File: src/rtl/hazard_pkg.sv
// Shared definitions for the pipeline hazard controller and the forwarding unit.
package hazard_pkg;

  // Sequencing states of the hazard controller
  typedef enum logic [1:0] {
    RUN      = 2'd0,
    MDU_BUSY = 2'd1,
    MEM_WAIT = 2'd2
  } hc_state_e;

  // Architectural zero register; a write to it never creates a dependency
  localparam logic [4:0] REG_X0 = 5'd0;

  // Operand source selects used by the forwarding unit
  localparam logic [1:0] FWD_RF = 2'b00;  // register file
  localparam logic [1:0] FWD_ME = 2'b01;  // bypass from ME
  localparam logic [1:0] FWD_WB = 2'b10;  // bypass from WB

endpackage

File: src/rtl/sat_counter.sv
// Saturating up-counter used for the stall/flush performance statistics.
module sat_counter #(
  parameter int W = 32
) (
  input  logic         clk,
  input  logic         rst_n,
  input  logic         inc,
  output logic [W-1:0] count
);

  // Count one per enabled cycle, holding at all-ones instead of wrapping
  always_ff @(posedge clk or negedge rst_n) begin
    if (!rst_n) begin
      count <= '0;
    end else if (inc && (count != {W{1'b1}})) begin
      count <= count + W'(1);
    end
  end

endmodule

File: src/rtl/hazard_ctrl_unit.sv
// Pipeline sequencing controller for the 5-stage core: memory-wait freeze,
// taken-branch squash, multi-cycle MDU hold and load-use bubble insertion.
module hazard_ctrl_unit
  import hazard_pkg::*;
#(
  parameter int CNT_W       = 32,
  parameter int MDU_TIMEOUT = 64
) (
  input  logic             clk,
  input  logic             rst_n,
  input  logic [4:0]       rs1_de,
  input  logic [4:0]       rs2_de,
  input  logic             use_rs2_de,
  input  logic [4:0]       rd_ex,
  input  logic             MemRd_ex,
  input  logic             branch_taken_ex,
  input  logic             mdu_start_ex,
  input  logic             mdu_done,
  input  logic             dmem_req_me,
  input  logic             dmem_ready,
  output logic             pc_en,
  output logic             ifid_en,
  output logic             ifid_flush,
  output logic             idex_en,
  output logic             idex_flush,
  output logic             exme_en,
  output logic             exme_flush,
  output logic             mewb_en,
  output logic             mdu_err,
  output logic [CNT_W-1:0] stall_count,
  output logic [CNT_W-1:0] flush_count
);

  localparam int WAIT_W = $clog2(MDU_TIMEOUT + 1);

  hc_state_e         state, state_next;
  logic [WAIT_W-1:0] wait_cnt, wait_cnt_next;
  logic              done_seen, done_seen_next;
  logic              mdu_err_next;
  logic              frozen, load_use, mdu_timeout;

  // Hazard detection: memory freeze, load-use match and MDU watchdog expiry
  always_comb begin
    load_use = MemRd_ex && (rd_ex != REG_X0) &&
               ((rd_ex == rs1_de) || (use_rs2_de && (rd_ex == rs2_de)));
    // Once waiting, only dmem_ready releases the freeze
    frozen = (state == MEM_WAIT) ? !dmem_ready : (dmem_req_me && !dmem_ready);
    mdu_timeout = (state == MDU_BUSY) && (wait_cnt == WAIT_W'(MDU_TIMEOUT));
  end

  // Next-state and stage-control decode, highest priority first
  always_comb begin
    pc_en          = 1'b1;
    ifid_en        = 1'b1;
    ifid_flush     = 1'b0;
    idex_en        = 1'b1;
    idex_flush     = 1'b0;
    exme_en        = 1'b1;
    exme_flush     = 1'b0;
    mewb_en        = 1'b1;
    state_next     = state;
    wait_cnt_next  = wait_cnt;
    done_seen_next = done_seen;
    mdu_err_next   = mdu_err;

    if (frozen) begin
      pc_en   = 1'b0;
      ifid_en = 1'b0;
      idex_en = 1'b0;
      exme_en = 1'b0;
      mewb_en = 1'b0;
      // An MDU stays busy across the freeze; a RUN freeze parks in MEM_WAIT
      if (state == RUN) begin
        state_next = MEM_WAIT;
      end
      // Remember a completion that lands while nothing can capture it
      if ((state == MDU_BUSY) && mdu_done) begin
        done_seen_next = 1'b1;
      end
    end else begin
      case (state)
        MDU_BUSY: begin
          if (mdu_done || done_seen || mdu_timeout) begin
            // Pipeline advances so EX/ME captures the MDU result
            state_next     = RUN;
            wait_cnt_next  = '0;
            done_seen_next = 1'b0;
            if (mdu_timeout) begin
              mdu_err_next = 1'b1;
            end
          end else begin
            pc_en         = 1'b0;
            ifid_en       = 1'b0;
            idex_en       = 1'b0;
            exme_flush    = 1'b1;
            wait_cnt_next = wait_cnt + WAIT_W'(1);
          end
        end
        default: begin
          // RUN, or the cycle MEM_WAIT is released: re-evaluate events
          state_next = RUN;
          if (branch_taken_ex) begin
            // Wrong-path instructions in IF/DE and DE/EX are discarded
            ifid_flush = 1'b1;
            idex_flush = 1'b1;
          end else if (mdu_start_ex) begin
            state_next    = MDU_BUSY;
            wait_cnt_next = '0;
          end else if (load_use) begin
            pc_en      = 1'b0;
            ifid_en    = 1'b0;
            idex_flush = 1'b1;
          end
        end
      endcase
    end

    // Held in reset: freeze every stage and present NOPs downstream
    if (!rst_n) begin
      pc_en      = 1'b0;
      ifid_en    = 1'b0;
      idex_en    = 1'b0;
      exme_en    = 1'b0;
      mewb_en    = 1'b0;
      ifid_flush = 1'b1;
      idex_flush = 1'b1;
      exme_flush = 1'b1;
    end
  end

  // Controller state, MDU watchdog, deferred-done flag and sticky error
  always_ff @(posedge clk or negedge rst_n) begin
    if (!rst_n) begin
      state     <= RUN;
      wait_cnt  <= '0;
      done_seen <= 1'b0;
      mdu_err   <= 1'b0;
    end else begin
      state     <= state_next;
      wait_cnt  <= wait_cnt_next;
      done_seen <= done_seen_next;
      mdu_err   <= mdu_err_next;
    end
  end

  sat_counter #(.W(CNT_W)) u_stall_cnt (
    .clk   (clk),
    .rst_n (rst_n),
    .inc   (!pc_en),
    .count (stall_count)
  );

  sat_counter #(.W(CNT_W)) u_flush_cnt (
    .clk   (clk),
    .rst_n (rst_n),
    .inc   (ifid_flush || idex_flush),
    .count (flush_count)
  );

endmodule

File: config.mk
export PLATFORM = sky130hd
export DESIGN_NAME = hazard_ctrl_unit
export DESIGN_NICKNAME = d
export VERILOG_FILES = /design/src/rtl/hazard_pkg.sv /design/src/rtl/sat_counter.sv /design/src/rtl/hazard_ctrl_unit.sv
export SDC_FILE = /design/constraint.sdc
export NUM_CORES = 1
export LEC_CHECK = 0
export ABC_CLOCK_PERIOD_IN_PS = 4800
export BUFFER_PORTS_ARGS = -buffer_cell sky130_fd_sc_hd__buf_2
export CAP_MARGIN = 10
export CORE_MARGIN = 10
export CORE_UTILIZATION = 57
export CTS_CLUSTER_DIAMETER = 30
export DETAILED_ROUTE_END_ITERATION = 6
export PLACE_DENSITY = 0.85
export SLEW_MARGIN = 20
export SYNTH_ARGS = -nofsm -noshare
export SYNTH_HDL_FRONTEND = slang
export SYNTH_SLANG_ARGS = --single-unit
export TNS_END_PERCENT = 10
File: constraint.sdc
create_clock -name clk -period 4.8 [get_ports clk]
set_input_delay 0.48 -clock clk [delete_from_list [all_inputs] [get_ports clk]]
set_output_delay 0.48 -clock clk [all_outputs]
set_load 0.1 [all_outputs]
* After elaboration in Yosys (flattened, before gate mapping)
Cells that the tools add are included.
** Cells by class
- Bitwise operators :: 1
- Add/subtract/negate cells :: 3
- Reductions and logical operators :: 23
- Muxes and demuxes :: 41
- Equal/unequal tests :: 11
** Operator list (count)
- 32-bit by 1-bit adder with 32-bit output, second input constant :: 2
- 32-bit != test, second input constant :: 2
- 1-bit two-way mux :: 33
- 7-bit two-way mux :: 4
- 5-bit equality test :: 2
- 1-bit logical AND :: 8
- 2-bit two-way mux :: 4
- 7-bit by 1-bit adder with 7-bit output, second input constant :: 1
- 7-bit equality test, second input constant :: 1
- 2-bit by 1-bit != test with 1-bit output, second input constant :: 3
- 3-bit AND reduction :: 2
- 2-bit nonzero test :: 3
- 5-bit nonzero test :: 1
- 1-bit logical OR :: 4
- 4-bit AND reduction :: 1
- 3-bit by 2-bit != test with 1-bit output, second input constant :: 1
- 2-bit by 1-bit equality test with 1-bit output, second input constant :: 1
- 2-bit equality test, second input constant :: 1
- 1-bit logical NOT :: 2
- 2-bit logical NOT :: 1
- 2-bit AND reduction :: 1
- 1-bit inverter :: 1
** Word-level totals
- Logic and storage cells :: 85
- Flip-flop bits (word level) :: 75
- Output and inout port bits :: 73

* Depth between registers and ports, before layout
Gate-level depths: netlist (run 1).
- Depth in word-level cells :: 12
- Mapped depth :: 11
- Mapped depth without buffers :: 10

* Modules after synthesis
From an unflattened synthesis (run 1), not the netlist that was laid out.
** Second synthesis, totals
- Cells, all modules :: 396
- Area, all modules :: 4061.4 sq um
** By module, submodules not included
- sat_counter at u_flush_cnt :: times used 1, area an instance 1624.1 sq um, cells each 151, sequential area each 800.8 sq um
- sat_counter at u_stall_cnt :: times used 1, area an instance 1596.5 sq um, cells each 149, sequential area each 800.8 sq um
- hazard_ctrl_unit :: times used 1, area an instance 840.8 sq um, cells each 96, sequential area each 275.3 sq um

* Worst setup path before layout (run 1)
OpenSTA, ideal clock, no wires.
- Kind :: reg2out
- Start point :: register wait_cnt[0]
- End point :: output pc_en
- Required time :: 4.320 ns
- Slack :: 1.276 ns
- Data arrival time :: 3.044 ns
- Cell stages (with the launch flop) :: 9
- Path buffers :: 1
- Cell sequence :: dfrtp_1 > inv_1 > ha_1 > or4b_4 > o211ai_4 > and3_1 > o31ai_4 > inv_4 > buf_4
** Between the ends
- Cells in the longest elaborated chain, start to end :: 7
** Ends and longest elaborated chain
- from (decl) :: RTL line hazard_ctrl_unit.sv:37 : logic [WAIT_W-1:0] wait_cnt, wait_cnt_next;
- from (signal assigned) :: RTL line hazard_ctrl_unit.sv:140 : wait_cnt <= wait_cnt_next;
- 7-bit equality test :: RTL line hazard_ctrl_unit.sv:48 : mdu_timeout = (state == MDU_BUSY) && (wait_cnt == WAIT_W'(MDU_TIMEOUT));
- 1-bit logical AND :: RTL line hazard_ctrl_unit.sv:48
- 1-bit logical OR :: RTL line hazard_ctrl_unit.sv:83 : if (mdu_done || done_seen || mdu_timeout) begin
- 1-bit two-way mux (4 in series)
- to (decl) :: RTL line hazard_ctrl_unit.sv:21 : output logic pc_en,
Every way passes these cells.

* Worst setup path after layout (run 1)
- Start point :: register wait_cnt[0]
- End point :: output pc_en
** Between the ends
- Cells in the longest elaborated chain, start to end :: 7
** Ends and longest elaborated chain
- 7-bit equality test :: RTL line hazard_ctrl_unit.sv:48
- 1-bit logical AND :: RTL line hazard_ctrl_unit.sv:48
- 1-bit logical OR :: RTL line hazard_ctrl_unit.sv:83
- 1-bit two-way mux :: RTL line hazard_ctrl_unit.sv:83
- 1-bit two-way mux :: RTL line hazard_ctrl_unit.sv:81 : case (state)
- 1-bit two-way mux :: RTL line hazard_ctrl_unit.sv:66 : if (frozen) begin
- 1-bit two-way mux :: RTL line hazard_ctrl_unit.sv:119 : if (!rst_n) begin
Every way passes these cells.

==> impl_results.md, run 1 <==
- Synth Cell Area: 3774 µm²
- Layout overhead on the synthesized area: 20.36%
- Number of clock buffers inserted by TritonCTS: 9
- Arrival time of data at the critical path endpoint: roughly 2600 ps
- Remaining DRCs: 0
- Worst setup EP type: output port
- Required @ worst endpoint: 4320 ps
- Combinational family with the most area after synthesis: simple AND/OR/NAND/NOR gates
- Count of state elements after synthesis: 75
- IR drop worst, VDD: 0.6014 mV
- Share of synthesized registers carrying an async set or reset: 100.0%
- Clock Latency Late Sink: 350 ps
- Startpoint type of the worst setup path: register
- Leftover overflow at the end of global routing: 0
- Maximum buffer depth of the clock tree: 2
- Pre-Repair DR Iteration Count: 4
- Wire length of the first global-routing pass: 14.70 mm
- P_int: 1.169 mW
- Clock input transition at the sequential cells of the worst setup and hold paths: approximately 70 ps
- Area fraction in compound gates after synthesis: between 5 and 6%
- Synth warn: 0
- Total of buffers placed on input and output ports: 96
- Root Buffer Master: sky130_fd_sc_hd__clkbuf_8
- Slew at the pin closest to its max-slew limit: approximately 700 ps
- Adder-Cell Fraction of Synth Area: 1.326%
- Total setup violations reported at the end of the flow: 0
- Fraction of the yosys area taken by sequential cells: 49.73%
- Reg-to-reg critical path startpoint: wait_cnt[0]
- Area of the die: 10270 µm²
- Crit Path Max Fanout: 7
- Count of cell types in the netlist: roughly 50
- Vias per std cell: 5.769
- Final number of hold-violating endpoints: 0
- Minimum setup slack among reg-to-reg paths: 2110 ps
- Worst reg2reg path endpoint: u_stall_cnt.count[3]
- Final min period: 3112 ps
- TritonCTS clock tree: yes
- Total number of vias: 3121
- Number of gates resized after cts: 0
- Avg Inst Size Synth: 10.54 µm²
- Share of the synthesized netlist area taken by xor and xnor gates: roughly 16%
- Worst setup path class: reg2out
- Initial Util: 59.09%
- Num rows: 29
- Cell Pwr Density: 484.8 nW/µm²
- # nets final: 487
- Setup TNS: 0 ps
- NetSw: 1.033 mW
- Switching share of power: 46.91%
- Clock skew after layout: roughly 8.7 ps
- Share of layout cells above drive strength 1: 28.45%
- Pleak: around 2.2 nW
- Path class of the lowest-slack min-delay path: in2async
- Routed len/inst: 16.56 µm
- Worst max-slew margin expressed relative to the limit: 53.40%
- Multiplexer share of the synthesized area: 0.5968%
- Clock network fraction of design power: 24.7%
- Top achievable clock speed: 321.3 MHz
- Count of flip-flops with a built-in enable after synthesis: 0
- Area share of and/or/nand/nor cells after synthesis: 24.47%
- Capturing element of the worst setup path: pc_en
- Setup repair after global routing missed its margin: no
- I/O pin total: 97
- Syn_nets: 386
- Antenna violations before repair: 0
- Synth Flop Type: sky130_fd_sc_hd__dfrtp_1
- Placed instance area: 4317 µm²
- Area of the core region: approximately 6400 µm²
- Worst R2R Path Depth: 10
- Combinational power share: 38.6%
- Post-CTS setup buffer count: 0
- CTS HTree Levels: 3
- Initial detailed-routing violation count: 124
- Final design area excluding fillers: 4542 µm²
- Largest net degree at the start of global routing: 59
- Number of max-slew violations in the final report: 0
- Number of sinks driven by the clock tree: 75
- Floorplan die height: 101.4 µm
- Gate Count Post-Synth: 358
- Detailed placement HPWL: 6.608 mm
- Fraction of power consumed by sequential logic: 36.7%
- Total global routing track utilization: 17.52%
- Result of the run: complete, no violations
- Worst setup path startpoint: wait_cnt[0]
- Chip width: 101.4 µm
- Routed Antenna Nets: 0
- Crit share post-route: between 60% and 70%
- CTS hold repair buffers: 0
- GP Congestion: 0.8271
- Maximum Capacitance Violations: 0
- Number of diodes added for antenna fixing: 0
- Number of global-route vias before repair: roughly 3100
- Final Routed Wirelength: 8.961 mm
through the flow:
step | util [%] | instances | setup slack, ps | power [mW] | hold WS (ps)
4_1_cts | 71.12 | 541 | 1676 | 2.211 | 3.036
3_5_place_dp | 67.59 | 525 | 2023 | 1.662 | 378.5
3_3_place_gp | 67.59 | 525 | 2097 | 1.644 | 375.4
5_1_grt | 71.12 | 541 | 1540 | 2.289 | 23.38
6_report | 71.12 | 541 | 1688 | 2.202 | 7.477
2_1_floorplan | - | 358 | 1276 | 1.500 | 184.4
area by class of cell:
type / instances / area, µm²
fillers: 471 / 1844
well taps: 77 / 96.34
repair buffers: 97 / 490.5
clock buffers: 10 / 137.6
flip-flops and latches: 75 / 1877
multi-input cells: 267 / 1817
clock inverters: 6 / 87.58
inverters: 9 / 36.28
critical path, cell delays in order (launching register included):
cell	delay, ps
sky130_fd_sc_hd__dfrtp_1	420
sky130_fd_sc_hd__inv_1	70
sky130_fd_sc_hd__ha_1	130
sky130_fd_sc_hd__or4b_4	480
sky130_fd_sc_hd__o211ai_4	240
sky130_fd_sc_hd__and3_1	260
sky130_fd_sc_hd__o31ai_4	110
sky130_fd_sc_hd__inv_4	140
sky130_fd_sc_hd__buf_2	450
worst min path at each step:
| stage | cells after the start | endpoint | slack [ps] | startpoint |
|---|---|---|---|---|
| global placement | 1 | state[1] | 380 | rst_n |
| CTS | 1 | state[1] | 3 | rst_n |
| detailed placement | 1 | state[1] | 380 | rst_n |
| global route | 1 | mdu_err | 20 | rst_n |
| floorplan | 0 | done_seen | 180 | rst_n |
| finish | 1 | done_seen | 7 | rst_n |
power groups by stage:
stage / sequential [mW] / combinational, mW / clock [mW]
floorplan: 1.25 / 0.245 / 0
global placement: 0.806 / 0.838 / 0
detailed placement: 0.812 / 0.849 / 0
CTS: 0.804 / 0.855 / 0.551
global route: 0.822 / 0.890 / 0.578
finish: 0.809 / 0.850 / 0.543
flip-flops by register name, indices dropped and copies added, names as in the netlist:
name,flops
u_stall_cnt.count,32
u_flush_cnt.count,32
mdu_err,1
wait_cnt,7
done_seen,1
state,2
logic make-up (layout without fill, tap and decap cells):
logic type	Yosys count	in the layout
compound gates	29	29
xor+xnor	68	68
fa+ha+maj	4	4
buf+inv	16	122
flops	75	75
mux	2	2
simple gates	164	164
synth_stat cells, types with 5 or more instances:
library cell              instances  area [µm²]
sky130_fd_sc_hd__and3_1          17       106.4
sky130_fd_sc_hd__and4_1           5       43.79
sky130_fd_sc_hd__dfrtp_1         75        1877
sky130_fd_sc_hd__inv_1            7       26.28
sky130_fd_sc_hd__nand2_1         40       150.1
sky130_fd_sc_hd__nand3_1         22       110.1
sky130_fd_sc_hd__nand4_1         26       162.7
sky130_fd_sc_hd__nor2_1          20       75.07
sky130_fd_sc_hd__nor3_1           8       40.04
sky130_fd_sc_hd__o21ai_0         10       50.05
sky130_fd_sc_hd__xnor2_1         48       420.4
sky130_fd_sc_hd__xor2_1          20       175.2
metal layers:
| metal | track usage (%) | routed length [µm] |
|---|---|---|
| met3 | 3.880 | 529 |
| met4 | 9.110 | 225 |
| met5 | 0 | 0 |
| met2 | 29.44 | 4484 |
| met1 | 20.51 | 3721 |
layout by cell type (no fill, tap or decap), types with 5 or more instances in the layout:
master | netlist | routed
sky130_fd_sc_hd__nor3_1 | 8 | 8
sky130_fd_sc_hd__and4_1 | 5 | 5
sky130_fd_sc_hd__nand2_1 | 40 | 40
sky130_fd_sc_hd__xor2_1 | 20 | 20
sky130_fd_sc_hd__and3_1 | 17 | 17
sky130_fd_sc_hd__xnor2_1 | 48 | 48
sky130_fd_sc_hd__nor2_1 | 20 | 20
sky130_fd_sc_hd__buf_2 | 2 | 95
sky130_fd_sc_hd__inv_1 | 7 | 7
sky130_fd_sc_hd__nand4_1 | 26 | 26
sky130_fd_sc_hd__dfrtp_1 | 75 | 75
sky130_fd_sc_hd__clkbuf_8 | 0 | 10
sky130_fd_sc_hd__o21ai_0 | 10 | 10
sky130_fd_sc_hd__nand3_1 | 22 | 22
(Power assumes the default switching activity.)
==> inputs of run 2 (changes only) <==
--- a/config.mk
+++ b/config.mk
@@ -5,14 +5,14 @@
 export SDC_FILE = /design/constraint.sdc
 export NUM_CORES = 1
 export LEC_CHECK = 0
-export ABC_CLOCK_PERIOD_IN_PS = 4800
+export ABC_CLOCK_PERIOD_IN_PS = 2950
 export BUFFER_PORTS_ARGS = -buffer_cell sky130_fd_sc_hd__buf_2
 export CAP_MARGIN = 10
 export CORE_MARGIN = 10
-export CORE_UTILIZATION = 57
+export CORE_UTILIZATION = 53
 export CTS_CLUSTER_DIAMETER = 30
 export DETAILED_ROUTE_END_ITERATION = 6
-export PLACE_DENSITY = 0.85
+export PLACE_DENSITY = 0.8
 export SLEW_MARGIN = 20
 export SYNTH_ARGS = -nofsm -noshare
 export SYNTH_HDL_FRONTEND = slang
==> constraint.sdc (replaced) <==
create_clock -name clk -period 2.95 [get_ports clk]
set_input_delay 0.295 -clock clk [delete_from_list [all_inputs] [get_ports clk]]
set_output_delay 0.295 -clock clk [all_outputs]
set_load 0.1 [all_outputs]
==> impl_results.md, run 2 (synthesized netlist as in run 1, its figures left out) <==
- Share of layout cells above drive strength 1: 28.91%
- Clock network fraction of design power: between 20% and 30%
- Remaining DRCs: 0
- Total number of vias: 3020
- Slowest cell on crit path: sky130_fd_sc_hd__or4b_4
- I/O pin total: 97
- Number of sinks driven by the clock tree: between 70 and 80
- Reg-to-reg critical path startpoint: wait_cnt[0]
- Crit Path Max Fanout: 7
- Wire length of the first global-routing pass: 14.91 mm
- Startpoint type of the worst setup path: register
- Setup TNS: 0 ps
- Result of the run: complete, no violations
- Final min period: 2890 ps
- Total global routing track utilization: approximately 16%
- Chip width: ~100 µm
- Met2 wire len: 4.389 mm
- Final Routed Wirelength: roughly 8.7 mm
- Leftover overflow at the end of global routing: 0
- Worst slack at placement: ~420 ps
- Wire length on met1: 3.700 mm
- Number of diodes added for antenna fixing: 0
- Path class of the lowest-slack min-delay path: in2reg
- Area of the core region: 6869 µm²
- Area of the die: between 10000 and 15000 µm²
- Routed len/inst: 15.41 µm
- Most frequent cells in the layout: sky130_fd_sc_hd__buf_2, sky130_fd_sc_hd__dfrtp_1, sky130_fd_sc_hd__xnor2_1, sky130_fd_sc_hd__nand2_1, sky130_fd_sc_hd__nand4_1
- Worst min-delay path startpoint: mdu_done
- Utilization after layout: 67.41%
- CTS HTree Levels: 3
- Top achievable clock speed: 346.1 MHz
- Cell Pwr Density: ~800 nW/µm²
- Worst max-slew margin expressed relative to the limit: 37.50%
- Layout overhead on the synthesized area: 22.71%
- NetSw: approximately 1.6 mW
- Root Buffer Master: sky130_fd_sc_hd__clkbuf_8
- Floorplan die height: 104.4 µm
- Largest net degree at the start of global routing: 75
- Largest registers: u_flush_cnt.count: 32 flops, u_stall_cnt.count: 32 flops, wait_cnt: 7 flops
- Fraction of power consumed by sequential logic: 35.6%
- Clock skew after layout: 6.338 ps
- P_int: about 2.0 mW
- Worst reg2reg path endpoint: u_stall_cnt.count[3]
- Required @ worst endpoint: 2650 ps
- Number of clock buffers inserted by TritonCTS: 9
- Number of global-route vias before repair: roughly 3200
- Maximum buffer depth of the clock tree: 2
- Switching share of power: ~45%
- Initial detailed-routing violation count: 86
- GP Congestion: 0.8574
- Total of buffers placed on input and output ports: 96
- CP cell instances: inv_1 -> ha_1 -> or4b_4 -> o211ai_4 -> and3_4 -> o31ai_4 -> inv_4 -> buf_2
- Routed Antenna Nets: 0
- Number of gates resized after cts: 0
- Pleak: 2.196 nW
- Slowest Stage Delay on Critical Path: between 400 and 500 ps
- Clock Latency Late Sink: 340 ps
- End point of the most critical hold path: done_seen
- Clock input transition at the sequential cells of the worst setup and hold paths: 80 ps
- Setup repair after global routing missed its margin: yes
- Placed Cells: 546
- Final number of hold-violating endpoints: 0
- Worst setup EP type: output port
- Initial Util: 54.94%
- Number of max-slew violations in the final report: 0
- Antenna violations before repair: 0
- Detailed placement HPWL: ~6.6 mm
- # nets final: 490
- TritonCTS clock tree: yes
- Total setup violations reported at the end of the flow: 0
- Highest metal layer with signal wires: met4
- Length of routed met3 wiring: 522 µm
- Least setup slack across all paths after layout: a little over 60 ps
- Maximum Capacitance Violations: 0
- IR drop worst, VDD: 1.339 mV
- Most common cell after layout, fill and taps aside: sky130_fd_sc_hd__buf_2
- Vias per std cell: 5.364
- Slew at the pin closest to its max-slew limit: ~940 ps
- Arrival time of data at the critical path endpoint: about 2600 ps
- Crit share post-route: slightly below 100%
- Pre-Repair DR Iteration Count: 4
- Worst setup path class: reg2out
- Number of non-filler instances in the completed layout: 563
- Power after layout: 3.676 mW
- Worst R2R Path Depth: 10
- Cells on Worst Hold Path: 3
- Minimum setup slack among reg-to-reg paths: around 370 ps
- Num rows: 30
- Combinational power share: 37.6%
run 2: changes by cell type in the layout (fill, tap and decap cells not counted):
cell | before | now
sky130_fd_sc_hd__clkbuf_8 | 10 | 12
sky130_fd_sc_hd__dlygate4sd3_1 | 0 | 1
sky130_fd_sc_hd__inv_6 | 1 | 0
sky130_fd_sc_hd__and3_4 | 0 | 1
sky130_fd_sc_hd__clkinv_4 | 1 | 0
sky130_fd_sc_hd__buf_4 | 2 | 4
sky130_fd_sc_hd__bufinv_16 | 2 | 3
sky130_fd_sc_hd__and3_1 | 17 | 16
sky130_fd_sc_hd__clkinv_2 | 2 | 1
run 2: through the flow:
step / hold slack (ps) / area [µm²]
after global placement: 103.7 / 4360
final: 274.6 / 4631
after global routing: 274.7 / 4631
after CTS: 255.4 / 4631
after floorplan: -0.5911 / 3779
after detailed placement: 104.0 / 4360
run 2: cell type report:
type | instances | area [µm²]
Clock buffer | 12 | 165.2
Sequential cell | 75 | 1877
Tap cell | 96 | 120.1
Multi-Input combinational cell | 267 | 1822
Timing Repair Buffer | 100 | 515.5
Fill cell | 571 | 2238
Inverter | 9 | 36.28
Clock inverter | 4 | 95.09
run 2: what timing repair did:
item / 4_1_cts / 5_1_grt
buffers inserted: 0 / 0
hold endpoints to repair: 1 / 0
hold buffers: 1 / 0
setup endpoints to repair: 0 / 2
run 2: worst max-delay path by stage:
| stage | from | endpoint | cells past startpoint |
|---|---|---|---|
| floorplan | u_stall_cnt.count[5] | u_stall_cnt.count[31] | 8 |
| global placement | rd_ex[3] | u_stall_cnt.count[27] | 9 |
| detailed placement | wait_cnt[0] | ifid_en | 8 |
| CTS | wait_cnt[0] | ifid_en | 8 |
| global route | wait_cnt[1] | ifid_en | 8 |
| finish | wait_cnt[0] | ifid_en | 8 |
run 2: metal layers:
| layer | vias up | track usage [%] |
|---|---|---|
| li1 | 1457 | - |
| met1 | 1481 | 18.70 |
| met2 | 75 | 28.47 |
| met3 | 7 | 5.886 |
| met4 | 0 | 2.684 |
| met5 | - | 0 |
run 2: power groups by stage:
| stage | Combinational [mW] | Clock (mW) | Sequential (mW) |
|---|---|---|---|
| final | 1.38 | 0.987 | 1.31 |
| after global routing | 1.45 | 1.05 | 1.33 |
| after CTS | 1.39 | 1.01 | 1.30 |
| after detailed placement | 1.38 | 0 | 1.32 |
| after global placement | 1.37 | 0 | 1.31 |
| after floorplan | 0.401 | 0 | 2.04 |
run 2: critical path: cells and delay by family, from the launching register on:
family / cells / cell delay, ps
AO/OA/AOI/OAI: 2 / 340
buffers and inverters: 3 / 640
AND/OR/NAND/NOR: 2 / 720
adder cells (fa/ha/maj): 1 / 130
flip-flops: 1 / 420
==> inputs of run 3 (changes only) <==
--- a/config.mk
+++ b/config.mk
@@ -8,11 +8,14 @@
 export ABC_CLOCK_PERIOD_IN_PS = 2950
 export BUFFER_PORTS_ARGS = -buffer_cell sky130_fd_sc_hd__buf_2
 export CAP_MARGIN = 10
+export CELL_PAD_IN_SITES_DETAIL_PLACEMENT = 0
+export CELL_PAD_IN_SITES_GLOBAL_PLACEMENT = 1
+export CORE_ASPECT_RATIO = 0.75
 export CORE_MARGIN = 10
-export CORE_UTILIZATION = 53
+export CORE_UTILIZATION = 29
 export CTS_CLUSTER_DIAMETER = 30
 export DETAILED_ROUTE_END_ITERATION = 6
-export PLACE_DENSITY = 0.8
+export PLACE_DENSITY_LB_ADDON = 0.1
 export SLEW_MARGIN = 20
 export SYNTH_ARGS = -nofsm -noshare
 export SYNTH_HDL_FRONTEND = slang
==> impl_results.md, run 3 (synthesized netlist as in run 1, its figures left out) <==
- Final design area excluding fillers: 4803 µm²
- Slowest cell on crit path: sky130_fd_sc_hd__or4b_4
- Routed Antenna Nets: 0
- Power after layout: 3.895 mW
- Wire length of the first global-routing pass: 17.15 mm
- Area of combinational cells with multiple inputs: 1822 µm²
- Root Buffer Master: sky130_fd_sc_hd__clkbuf_16
- Worst setup EP type: output port
- Slowest Stage Delay on Critical Path: 490 ps
- Total setup violations reported at the end of the flow: 0
- Number of max-slew violations in the final report: 0
- Number of clock buffers inserted by TritonCTS: 9
- Most frequent cells in the layout: sky130_fd_sc_hd__buf_2, sky130_fd_sc_hd__dfrtp_1, sky130_fd_sc_hd__xnor2_1, sky130_fd_sc_hd__nand2_1, sky130_fd_sc_hd__nand4_1
- Startpoint type of the worst setup path: register
- Detailed placement HPWL: 8.151 mm
- Antenna violations before repair: 0
- Arrival time of data at the critical path endpoint: 2510 ps
- Final hold slack: 55.34 ps
- Pre-Repair DR Iteration Count: 4
- Result of the run: complete, no violations
- Final number of hold-violating endpoints: 0
- Area of the die: approximately 18000 µm²
- Path class of the lowest-slack min-delay path: in2async
- Placed Cells: 619
- Largest net degree at the start of global routing: 42
- Worst max-slew margin expressed relative to the limit: 42.94%
- Chip width: roughly 150 µm
- I/O pin total: 97
- Required @ worst endpoint: 2650 ps
- Number of non-filler instances in the completed layout: 635
- Total global routing track utilization: 11.87%
- IR drop worst, VDD: between 0.4 and 0.5 mV
- Total number of vias: 2998
- Clock Latency Late Sink: 330 ps
- Remaining DRCs: 0
- Global routing met2 resource utilization: 16.77%
- Setup repair after global routing missed its margin: no
- Crit Path Max Fanout: 7
- Clock input transition at the sequential cells of the worst setup and hold paths: 60 ps
- Final min period: around 2800 ps
- Crit share post-route: 95.01%
- CTS hold repair buffers: 0
- CTS HTree Levels: 3
- Routed len/inst: 16.56 µm
- Post-CTS setup buffer count: 0
- Cell Pwr Density: 810.8 nW/µm²
- Maximum Capacitance Violations: 0
- Final Routed Wirelength: 10.52 mm
- Initial detailed-routing violation count: 101
- Layout overhead on the synthesized area: 27.29%
- Initial Util: 30.13%
- Busiest layer in global routing: met2
- Area of the core region: 12520 µm²
- Grt met3 use: 4.918%
- Number of global-route vias before repair: approximately 3100
- Vias per std cell: 4.721
- Total of fill cells in the finished design: 1345
- Utilization after layout: 38.35%
- # nets final: around 500
- Most common cell after layout, fill and taps aside: sky130_fd_sc_hd__buf_2
- Largest registers: u_flush_cnt.count: 32 flops, u_stall_cnt.count: 32 flops, wait_cnt: 7 flops
- Sequential standard cell area: 1877 µm²
- Share of layout cells above drive strength 1: 29.42%
- GP Congestion: 0.7586
- Least setup slack across all paths after layout: 147.3 ps
- Pleak: 2.230 nW
- Number of diodes added for antenna fixing: 0
- Global-route met1 utilization: between 10% and 20%
- Top achievable clock speed: approximately 360 MHz
- CP cell instances: inv_1 -> ha_1 -> or4b_4 -> o211ai_4 -> and3_4 -> o31ai_4 -> inv_4 -> buf_4
- Floorplan die height: roughly 120 µm
- Num rows: 35
- Total of buffers placed on input and output ports: 96
- Maximum buffer depth of the clock tree: 2
- Worst setup path class: reg2out
- Setup TNS: 0 ps
- Clock skew after layout: 6.492 ps
- Placed instance area: 4471 µm²
- Number of sinks driven by the clock tree: 75
- Leftover overflow at the end of global routing: 0
- Worst slack at placement: 252.7 ps
- Slew at the pin closest to its max-slew limit: 847.0 ps
- TritonCTS clock tree: yes
==> run 3: worst paths after layout <==
check                                startpoint                    end  slack [ps]  cells after the start
max                                 wait_cnt[0]                ifid_en         150                      8
min                                       rst_n            wait_cnt[0]          60                      2
max reg2reg                         wait_cnt[0]   u_stall_cnt.count[3]         340                     10
min reg2reg                u_flush_cnt.count[6]   u_flush_cnt.count[6]         480                      1
max in group asynchronous                 rst_n  u_stall_cnt.count[27]        2480                      2
min in group clk                       mdu_done              done_seen         250                      3
==> run 3: layer usage <==
metal  vias to the layer above  part of all wire, %  routed length, µm
li1                       1474                    -                  -
met1                      1439                   48               5042
met5                         -                    0                  0
met2                        69                   42               4402
met3                        16                  8.2                862
met4                         0                  2.0                210
==> run 3: layout make-up <==
class / count / area share (%)
Tap cell: 166 / 4.324
Sequential cell: 75 / 39.07
Timing Repair Buffer: 102 / 11.10
Clock buffer: 10 / 4.975
Clock inverter: 6 / 1.849
Inverter: 9 / 0.7554
Multi-Input combinational cell: 267 / 37.93
==> run 3: timing repair <==
item                                   in CTS  in global routing
setup endpoints to repair                   2                  0
resized for setup                           2                  0
endpoints found under the hold margin       0                  0
==> run 3: worst max-delay path, delay by kind of cell (launching register included) <==
family                   cells  cell delay [ps]
flip-flops                   1              420
AND/OR/NAND/NOR              2              750
AO/OA/AOI/OAI                2              350
buffers and inverters        3              500
adder cells (fa/ha/maj)      1              140
==> run 3: power breakdown <==
| group | switching, mW | internal, mW | total [mW] |
|---|---|---|---|
| sequential | 0.149 | 1.15 | 1.30 |
| combinational | 1.14 | 0.255 | 1.39 |
| clock | 0.435 | 0.763 | 1.20 |
| total | 1.72 | 2.17 | 3.89 |
